**src/rtl/hcu_scoreboard.sv**
```systemverilog
// Register scoreboard for the hazard control unit: tracks the pending write latency of each register
// and derives the pipeline stall, flush and forward controls.
module hcu_scoreboard #(
   parameter int NUM_REGS = 32,
   parameter int REG_AW   = 5,
   parameter int LAT_W    = 3
) (
   input  logic              clk,
   input  logic              reset,
   input  logic              valid_D,
   input  logic [REG_AW-1:0] rs1_D,
   input  logic [REG_AW-1:0] rs2_D,
   input  logic              rs1_used_D,
   input  logic              rs2_used_D,
   input  logic [REG_AW-1:0] rd_D,
   input  logic              rd_we_D,
   input  logic [LAT_W-1:0]  lat_D,
   input  logic              branch_taken_E,
   input  logic              mem_busy,
   output logic              StallF,
   output logic              StallD,
   output logic              StallE,
   output logic              StallW,
   output logic              FlushD,
   output logic              FlushE,
   output logic              fwdA_D,
   output logic              fwdB_D,
   output logic [REG_AW:0]   pending_cnt
);

   localparam int DEPTH = 1 << REG_AW;

   logic [DEPTH-1:0] pend, pend_nxt;
   logic [LAT_W-1:0] cnt     [DEPTH];
   logic [LAT_W-1:0] cnt_nxt [DEPTH];
   logic [REG_AW:0]  pop_nxt;
   logic             haz1, haz2, waw, stall, issue;

   assign haz1  = rs1_used_D & valid_D & (rs1_D != '0) & pend[rs1_D] & (cnt[rs1_D] != '0);
   assign haz2  = rs2_used_D & valid_D & (rs2_D != '0) & pend[rs2_D] & (cnt[rs2_D] != '0);
   assign waw   = valid_D & rd_we_D & (rd_D != '0) & pend[rd_D] & (cnt[rd_D] > lat_D);
   assign stall = (haz1 | haz2 | waw) & ~branch_taken_E;
   assign issue = valid_D & rd_we_D & (rd_D != '0) & ~mem_busy & ~branch_taken_E & ~stall;

   // A result with zero cycles left is on the result bus this cycle.
   assign fwdA_D = ~reset & rs1_used_D & (rs1_D != '0) & pend[rs1_D] & (cnt[rs1_D] == '0);
   assign fwdB_D = ~reset & rs2_used_D & (rs2_D != '0) & pend[rs2_D] & (cnt[rs2_D] == '0);

   always_comb begin
      StallF = 1'b0;
      StallD = 1'b0;
      StallE = 1'b0;
      StallW = 1'b0;
      FlushD = 1'b0;
      FlushE = 1'b0;
      if (!reset) begin
         if (mem_busy) begin
            StallF = 1'b1;
            StallD = 1'b1;
            StallE = 1'b1;
            StallW = 1'b1;
         end else if (branch_taken_E) begin
            FlushD = 1'b1;
            FlushE = 1'b1;
         end else if (stall) begin
            StallF = 1'b1;
            StallD = 1'b1;
            FlushE = 1'b1;
         end
      end
   end

   // Only architectural registers above 0 are ever written; the rest of the array stays clear.
   always_comb begin
      pend_nxt = pend;
      cnt_nxt  = cnt;
      for (int r = 1; r < NUM_REGS; r++) begin
         if (issue && (rd_D == REG_AW'(r))) begin
            pend_nxt[r] = 1'b1;
            cnt_nxt[r]  = lat_D;
         end else if (!mem_busy && pend[r]) begin
            if (cnt[r] != '0)
               cnt_nxt[r] = cnt[r] - LAT_W'(1);
            else
               pend_nxt[r] = 1'b0;
         end
      end
      pop_nxt = '0;
      for (int r = 0; r < DEPTH; r++)
         pop_nxt = pop_nxt + {{REG_AW{1'b0}}, pend_nxt[r]};
   end

   always_ff @(posedge clk or posedge reset) begin
      if (reset) begin
         pend        <= '0;
         pending_cnt <= '0;
         for (int r = 0; r < DEPTH; r++)
            cnt[r] <= '0;
      end else begin
         pend        <= pend_nxt;
         pending_cnt <= pop_nxt;
         cnt         <= cnt_nxt;
      end
   end

endmodule
```
**config.mk**
```make
export PLATFORM = sky130hd
export DESIGN_NAME = hcu_scoreboard
export DESIGN_NICKNAME = d
export VERILOG_FILES = /design/src/rtl/hcu_scoreboard.sv
export SDC_FILE = /design/constraint.sdc
export NUM_CORES = 1
export LEC_CHECK = 0
export CAP_MARGIN = 20
export CORE_MARGIN = 10
export CORE_UTILIZATION = 45
export DETAILED_ROUTE_END_ITERATION = 10
export MAX_ROUTING_LAYER = met4
export SLEW_MARGIN = 15
export SYNTH_ARGS = -nofsm -noshare
export SYNTH_HDL_FRONTEND = slang
export SYNTH_SLANG_ARGS = --single-unit
```
**constraint.sdc**
```tcl
create_clock -name clk -period 9.3 [get_ports clk]
set_input_delay 1.86 -clock clk [delete_from_list [all_inputs] [get_ports clk]]
set_output_delay 1.86 -clock clk [all_outputs]
set_load 0.02 [all_outputs]
```
* Word-level counts from Yosys, hierarchy flattened
Cells that the tools add are included.
** Cells by class
- $add $sub $neg :: 61
- Magnitude comparators :: 7
- Equal/unequal tests :: 31
- Multiplexer cells :: 213
- Bitwise gates (word level) :: 33
- Reductions and logical operators :: 194
** Operator list (count)
- $mux W3 :: 99
- $add A6 B1 Y6 :: 25
- $reduce_bool A2 Y1 :: 62
- $mux W1 :: 108
- $reduce_bool A3 Y1 :: 33
- $sub A3 B1 Y3 const B :: 31
- $eq A5 B5 Y1 const B :: 16
- $logic_and A1 B1 Y1 :: 62
- $reduce_and A2 Y1 :: 31
- $bmux W3 S5 :: 3
- $eq A5 B4 Y1 const B :: 8
- $and A1 B1 Y1 :: 24
- $eq A5 B3 Y1 const B :: 4
- $ge A6 B6 Y1 const B :: 3
- $lt A5 B6 Y1 const B :: 3
- $not A5 Y6 :: 3
- $bmux W1 S5 :: 3
- $reduce_bool A5 Y1 :: 3
- $eq A5 B2 Y1 const B :: 2
- $add A5 B1 Y6 :: 1
- $logic_not A3 Y1 :: 2
- $add A4 B1 Y5 :: 1
- $eq A5 B1 Y1 const B :: 1
- $add A3 B1 Y4 :: 1
- other kinds (6) :: 10
** Word-level totals
- Flip-flop bits (word level) :: 130
- Input port bits :: 26
- Logic and storage cells :: 572

* Longest topological paths before layout
Gate-level depths: netlist of the first run.
- Depth after elaboration :: 43
- Mapped depth :: 32
- Mapped depth without buffers :: 29

* Worst setup path after synthesis of the first run
No wires, ideal clock.
- Path type :: input to register
- From :: in rd_D[0]
- To :: reg pending_cnt[4]
- Arrival time :: 9993 ps
- Data required time :: 9220 ps
- Setup slack :: -773 ps
- Stages on the path :: 28
- Path buffers :: 4
- Cells stage by stage :: buf_2 -> buf_1 -> clkbuf_1 -> mux4_2 -> mux4_2 -> mux2i_1 -> ha_1 -> inv_1 -> a21o_1 -> a21oi_1 -> a311o_1 -> a31oi_1 -> a2111oi_4 -> buf_4 -> nand3_1 -> and2_1 -> fa_1 -> fa_1 -> fa_1 -> fa_1 -> fa_1 -> fa_1 -> inv_1 -> fa_1 -> fa_1 -> a21o_1 -> a21oi_1 -> xnor2_1
** On the way
- Word-level cells in the longest chain between the ends :: 42
- Elaborated cells on any way between the ends :: 140
- Those cells by class :: add/sub: 30; order compare: 1; eq/ne: 31; mux: 36; bitwise: 10; reduce/logical: 32
** Ends and longest elaborated chain
- start, declared :: RTL line 15 : input logic [REG_AW-1:0] rd_D,
- $not A5 Y6 (implied by the code) :: RTL line 41 : assign waw = valid_D & rd_we_D & (rd_D != '0) & pend[rd_D] & (cnt[rd_D] > lat_D);
- $bmux W3 S5 :: RTL line 41
- $mux W3 (implied by the code) (2 in series) :: RTL line 41
- $gt A3 B3 Y1 :: RTL line 41
- $and A1 B1 Y1 :: RTL line 41
- $or A1 B1 Y1 :: RTL line 42 : assign stall = (haz1 | haz2 | waw) & ~branch_taken_E;
- $and A1 B1 Y1 :: RTL line 42
- $not A1 Y1 :: RTL line 43 : assign issue = valid_D & rd_we_D & (rd_D != '0) & ~mem_busy & ~branch_taken_E & ~stall;
- [... 3 more ...]
- $add A1 B1 Y2 :: RTL line 90 : pop_nxt = pop_nxt + {{REG_AW{1'b0}}, pend_nxt[r]};
- $add A2 B1 Y3 :: RTL line 90
- $add A3 B1 Y4 :: RTL line 90
- $add A4 B1 Y5 :: RTL line 90
- $add A5 B1 Y6 :: RTL line 90
- $add A6 B1 Y6 (24 in series) :: RTL line 90
- $add A6 B1 Y6 * :: RTL line 90
- via pop_nxt[4] :: RTL line 36 : logic [REG_AW:0] pop_nxt;
- end signal, assigned :: RTL line 101 : pending_cnt <= pop_nxt;
- end, declared :: RTL line 28 : output logic [REG_AW:0] pending_cnt
Mark *: on every way through the listed nets, which the timed path passes. The rest lies on a longest branch. The select of a mux whose other input is x is not followed.
A chain may end at the register's enable or synchronous reset.

* Final worst setup path of the first run
Ends and elaborated chain as after synthesis.

==> results of run 1 <==
[critical path, cell delays in order]
cell       delay (ns)
buf_8            0.09
buf_12           0.13
mux4_2           0.51
mux4_2           0.49
mux2_2           0.28
ha_1             0.29
a21o_1           0.20
a21oi_2          0.13
a311o_1          0.17
a31oi_4          0.05
a2111oi_4        0.33
buf_4            0.19
buf_8            0.14
buf_4            0.14
nand3_2          0.08
and2_4           0.17
fa_1             0.47
fa_1             0.52
fa_1             0.57
fa_1             0.46
fa_1             0.50
fa_1             0.49
inv_1            0.05
fa_2             0.35
fa_2             0.37
a21o_1           0.19
a21oi_2          0.12
xnor2_1          0.13
[what timing repair did]
action | CTS | global route
setup buffers | 0 | 9
hold buffers | 0 | 0
endpoints found under the setup margin | 0 | 3
hold endpoints to repair | 0 | 0
resized for setup | 0 | 26
[layer usage]
| layer | vias up | GRT usage | wire length, um |
|---|---|---|---|
| met5 | - | - | 0 |
| met4 | 0 | 0.0685 | 888 |
| met3 | 56 | 0.0390 | 2670 |
| met2 | 411 | 0.317 | 14400 |
| met1 | 4339 | 0.317 | 15300 |
| li1 | 4021 | - | - |
[cell families after synthesis]
group,Yosys count,share of synthesized area
adders and majority gates,95,0.125
buffers and inverters,209,0.0781
muxes,168,0.221
xor gates and xnor gates,35,0.0283
and+or+nand+nor,283,0.153
AOI/OAI and AO/OA,162,0.0948
DFF,130,0.300
[cells in the mapped netlist (10+ instances only)]
library cell | n | area, um^2
inv_1 | 156 | 586
dfrtp_1 | 130 | 3250
nand2_1 | 106 | 398
o21ai_0 | 96 | 480
mux2i_1 | 76 | 761
ha_1 | 72 | 901
mux4_2 | 53 | 1190
xnor2_1 | 33 | 289
nor3b_1 | 32 | 240
mux2_2 | 26 | 293
clkbuf_1 | 25 | 93.8
fa_1 | 23 | 460
nor3_1 | 22 | 110
nor2_1 | 21 | 78.8
and2_1 | 20 | 125
nor4_1 | 16 | 100
nand3_1 | 15 | 75.1
mux2_1 | 13 | 146
buf_2 | 11 | 55.1
a21oi_1 | 10 | 50.1
[state kept, by name (all words and copies together) (netlist names)]
name	count
cnt	93
pend	31
pending_cnt	6
[path summary, 6_finish.rpt]
path                       slack, ns        endpoint     start  depth (start not counted)
setup / recovery                0.17  pending_cnt[4]   rd_D[0]                         28
setup reg to reg                1.37  pending_cnt[4]   cnt[49]                         26
hold reg to reg                 0.63        pend[19]  pend[19]                          2
hold / removal                  0.63        pend[19]  pend[19]                          2
max in group asynchronous       5.86          cnt[1]     reset                          3
min in group asynchronous       2.10         cnt[32]     reset                          2
[final cells by class]
cell class                 count  area [um^2]
clock buffer                  18          439
fill                        2107        10800
timing repair buffer         128         1130
clock inverter                14          178
inverter                     156          591
tap                          319          399
multi-input combinational    743         6820
sequential                   130         3250
[where the power goes]
group	leakage (nW)	internal, mW	switching [mW]
Combinational	4.31	0.608	0.616
Clock	0.290	0.432	0.285
Sequential	1.61	0.773	0.300
Total	6.21	1.81	1.20
[layout by cell type (no fill, tap or decap), drive strengths merged, types with 3 or more instances in the layout]
| master | instances |
|---|---|
| inv | 160 |
| dfrtp | 130 |
| nand2 | 106 |
| o21ai | 96 |
| buf | 95 |
| mux2i | 76 |
| ha | 72 |
| mux4 | 53 |
| mux2 | 39 |
| xnor2 | 33 |
| clkdlybuf4s50 | 33 |
| nor3b | 32 |
| fa | 23 |
| nor3 | 22 |
| nor2 | 21 |
| and2 | 20 |
| nand3 | 19 |
| clkbuf | 18 |
| nor4 | 17 |
| a21oi | 10 |
| nor2b | 9 |
| nand4 | 8 |
| a31oi | 8 |
| nand4b | 8 |
| a311oi | 7 |
| nand2b | 7 |
| a22o | 6 |
| a211oi | 5 |
| o41ai | 4 |
| nor4b | 4 |
| a21o | 4 |
| clkinvlp | 4 |
| a2111oi | 4 |
| bufinv | 3 |
| and3 | 3 |
| clkinv | 3 |
==> flow_metrics.py, run 1 <==
metrics = {
    "drt": {
        "viasPerCell": 5.85,
        "first_pass_iters": 5,
        "wl_per_cell_um": 22.0,
        "vias": 8827,
        "dr.first_iter.drc_count": 779,
        "ant_nets": 0,
        "drc": 0,
        "wirelength_um": 33200,
    },
    "power_and_ir_drop": {
        "p_leak_nw": 6.21,
        "powerDensity_mw_per_mm2": 235,
        "p_total_mw": 3.01,
        "ir_worst_vdd_uv": 110,
    },
    "die": {
        "fp.coreArea_mm2": 0.0236,
        "fp.dieW_um": 175,
        "rows": 56,
        "ios": 40,
        "initial_core_util": 0.459,
        "die_h_um": 175,
        "dieArea_mm2": 0.0307,
    },
    "placement": {
        "portBuffers": 39,
        "dpl.cell_count": 1468,
        "dp_slack_ns": -0.318,
        "place.gp.congestion": 1.01,
        "hpwl_um": 25400,
        "post_dp_cell_area_mm2": 0.0120,
    },
    "clocking": {
        "cts_tree": "yes",
        "root_buffer": "clkbuf_16",
        "cts_sinks": 130,
        "clk_pin_slew_ns": 0.06,
        "htreeDepth": 4,
        "clk_path_buf_depth": 2,
        "worstSkewPairLatency_ns": 0.43,
        "numCtsBuffers": 17,
    },
    "finish": {
        "utilization": 0.542,
        "final_cells": 1508,
        "fin_nets": 1297,
        "antenna_cells": 0,
        "drive_gt1_frac": 0.209,
        "finalInstanceArea_mm2": 0.0128,
        "syn_to_final_growth_pct": 18.1,
    },
    "synth": {
        "synth_area_mm2": 0.0108,
        "synth_warnings": 0,
        "avgSynthCellArea_um2": 10.0,
        "yosysUniqueCellTypes": 63,
        "synth_edf_count": 0,
        "async_reset_ff_frac": 1.00,
        "netlist_instances": 1082,
        "synth_top_flop_cell": "dfrtp_1",
        "syn_nets": 1203,
        "ys_ff_latch": 130,
        "yosysSeqAreaShare": 0.300,
    },
    "sta": {
        "setup_viol": 0,
        "rsz0062_at_grt": "true",
        "slew_violations": 0,
        "tightest_slew_ns": 0.884,
        "period_share": 0.982,
        "hold_viol": 0,
        "whs_ns": 0.626,
        "fmax_mhz": 110,
        "finClkSkew_ns": 0.0107,
        "setup_ws_ns": 0.169,
        "period_needed_ns": 9.13,
        "slew-limit-headroom": 0.411,
        "fin_setup_tns_ns": 0,
    },
    "global_route": {
        "track_usage": 0.223,
        "overflow": 0,
        "grt_pass1_vias": 8454,
        "grt_max_degree": 70,
        "grt_pass1_wl_um": 51500,
        "antenna_found_initial": 0,
    },
    "outcome": {
        "status": "completed",
    },
    "worst_setup_path": {
        "crit_type": "in2reg",
        "cp-start-kind": "input port",
        "crit_fanout": 8,
        "cp.required_ns": 9.65,
        "cp_data_arrival_time_ns": 9.48,
        "cp-end-kind": "flop",
    },
    "min_path": {
        "hold_class": "reg2reg",
    },
    "run": {
        "maxCapViolCount": 0,
    },
}
(Power assumes the default switching activity.)
==> inputs of run 2 (changes only) <==
--- a/config.mk
+++ b/config.mk
@@ -6,10 +6,13 @@
 export NUM_CORES = 1
 export LEC_CHECK = 0
 export CAP_MARGIN = 20
+export CELL_PAD_IN_SITES_DETAIL_PLACEMENT = 1
+export CELL_PAD_IN_SITES_GLOBAL_PLACEMENT = 1
 export CORE_MARGIN = 10
 export CORE_UTILIZATION = 45
 export DETAILED_ROUTE_END_ITERATION = 10
 export MAX_ROUTING_LAYER = met4
+export PLACE_DENSITY_LB_ADDON = 0.1
 export SLEW_MARGIN = 15
 export SYNTH_ARGS = -nofsm -noshare
 export SYNTH_HDL_FRONTEND = slang
==> run 2 against run 1 <==
Critical path depth increased by 3. Cell count increased by 0.66%. Via count increased by 3.4%. Core utilization increased by 1.0 points. Critical path type unchanged.
==> flow_metrics.py, run 2 (synthesis results as in run 1) <==
metrics = {
    "worst_setup_path": {
        "cp_data_arrival_time_ns": 9.56,
        "cp.required_ns": 9.66,
        "crit_fanout": 7,
        "critPathSlowestCell": "fa_1",
        "cp_common_cell": "fa_1",
        "cp-start-kind": "input port",
        "cp-end-kind": "flop",
        "slowest_delay_ns": 0.58,
        "crit_type": "in2reg",
    },
    "clocking": {
        "htreeDepth": 4,
        "cts_sinks": 130,
        "numCtsBuffers": 17,
        "root_buffer": "clkbuf_16",
        "clk_pin_slew_ns": 0.07,
        "worstSkewPairLatency_ns": 0.44,
        "clk_path_buf_depth": 2,
        "cts_tree": "yes",
    },
    "global_route": {
        "grt_pass1_wl_um": 57400,
        "grt_max_degree": 71,
        "track_usage": 0.251,
        "overflow": 0,
        "grt_pass1_vias": 9334,
        "antenna_found_initial": 1,
    },
    "sta": {
        "hold_viol": 0,
        "period_share": 0.990,
        "fin_setup_tns_ns": 0,
        "fmax_mhz": 109,
        "slew-limit-headroom": 0.432,
        "tightest_slew_ns": 0.852,
        "period_needed_ns": 9.21,
        "finClkSkew_ns": 0.0188,
        "slew_violations": 0,
        "setup_viol": 0,
        "rsz0062_at_grt": "true",
    },
    "die": {
        "dieArea_mm2": 0.0307,
        "fp.dieW_um": 175,
        "die_h_um": 175,
        "fp.coreArea_mm2": 0.0236,
        "initial_core_util": 0.459,
        "rows": 56,
        "ios": 40,
    },
    "finish": {
        "regMostFlops": "cnt",
        "nFillCells": 2602,
        "syn_to_final_growth_pct": 20.3,
        "largest_reg_flops": 93,
        "seq_area_mm2": 0.00325,
        "top_regs": "cnt: 93 flops, pend: 31 flops, pending_cnt: 6 flops",
        "layout_commonest_cell": "inv_1",
        "final_cells": 1518,
        "fin_nets": 1307,
        "multiInputGateArea_mm2": 0.00687,
        "drive_gt1_frac": 0.223,
        "antenna_cells": 0,
        "final_cell_mix": "inv_1 (153), dfrtp_1 (130), nand2_1 (102)",
    },
    "placement": {
        "portBuffers": 39,
        "dpl.cell_count": 1470,
        "hpwl_um": 28400,
        "place.gp.congestion": 0.971,
    },
    "drt": {
        "drc": 0,
        "ant_nets": 0,
        "first_pass_iters": 5,
        "dr.first_iter.drc_count": 739,
        "wl_per_cell_um": 24.7,
        "wirelength_um": 37500,
        "vias": 9126,
        "viasPerCell": 6.01,
    },
    "power_and_ir_drop": {
        "powerDensity_mw_per_mm2": 239,
        "p_leak_nw": 6.32,
        "ir_worst_vdd_uv": 137,
    },
    "min_path": {
        "hold_class": "reg2reg",
    },
    "run": {
        "maxCapViolCount": 0,
    },
    "outcome": {
        "status": "completed",
    },
}
-- run 2: cell type report --
cell class	instances	area share
sequential	130	0.249
clock buffer	18	0.0329
multi-input combinational	743	0.526
clock inverter	14	0.0153
timing repair buffer	138	0.100
tap	319	0.0306
inverter	156	0.0452
-- run 2: critical path: cells and delay by family --
kind | cells | cell delay (ns)
XOR/XNOR | 1 | 0.12
AO/OA/AOI/OAI | 7 | 1.11
AND/OR/NAND/NOR | 2 | 0.25
adder cells (fa/ha/maj) | 9 | 4.04
buffers and inverters | 9 | 0.96
multiplexers | 3 | 1.19
-- run 2: repair_timing --
action | 4_1_cts | 5_1_grt
setup endpoints to repair | 0 | 4
gates resized for setup | 0 | 35
hold buffers | 0 | 0
setup buffers | 0 | 15
-- run 2: path summary, 6_finish.rpt --
path	end	slack, ns	cells past startpoint	from
max	pending_cnt[4]	0.09	31	rd_D[0]
max in group asynchronous	pend[14]	5.86	3	reset
min	pend[17]	0.65	2	pend[17]
max reg2reg	pending_cnt[4]	1.34	26	cnt[49]
min in group asynchronous	cnt[86]	2.11	2	reset
min reg2reg	pend[17]	0.65	2	pend[17]
-- run 2: power breakdown --
group / total [mW] / leakage (nW) / switching (mW) / internal [mW]
combinational: 1.28 / 4.39 / 0.653 / 0.628
sequential: 1.10 / 1.61 / 0.326 / 0.773
clock: 0.740 / 0.310 / 0.287 / 0.453
total: 3.12 / 6.32 / 1.27 / 1.85
-- run 2: routing by layer --
metal,wire (um),track usage
met5,0,-
met4,837,0.0685
met3,2540,0.0530
met2,17000,0.382
met1,17100,0.334
-- run 2: metrics by stage --
step	utilization	worst slack (ns)	hold slack (ns)	area, um^2	power [mW]
after global placement	0.512	-0.249	0.608	12100	2.26
after detailed placement	0.512	-0.425	0.619	12100	2.32
after floorplan	-	0.000442	0.517	10900	1.85
after global routing	0.553	-0.164	0.681	13100	3.36
after CTS	0.539	0.0133	0.624	12700	3.08
final	0.553	0.0941	0.646	13100	3.12
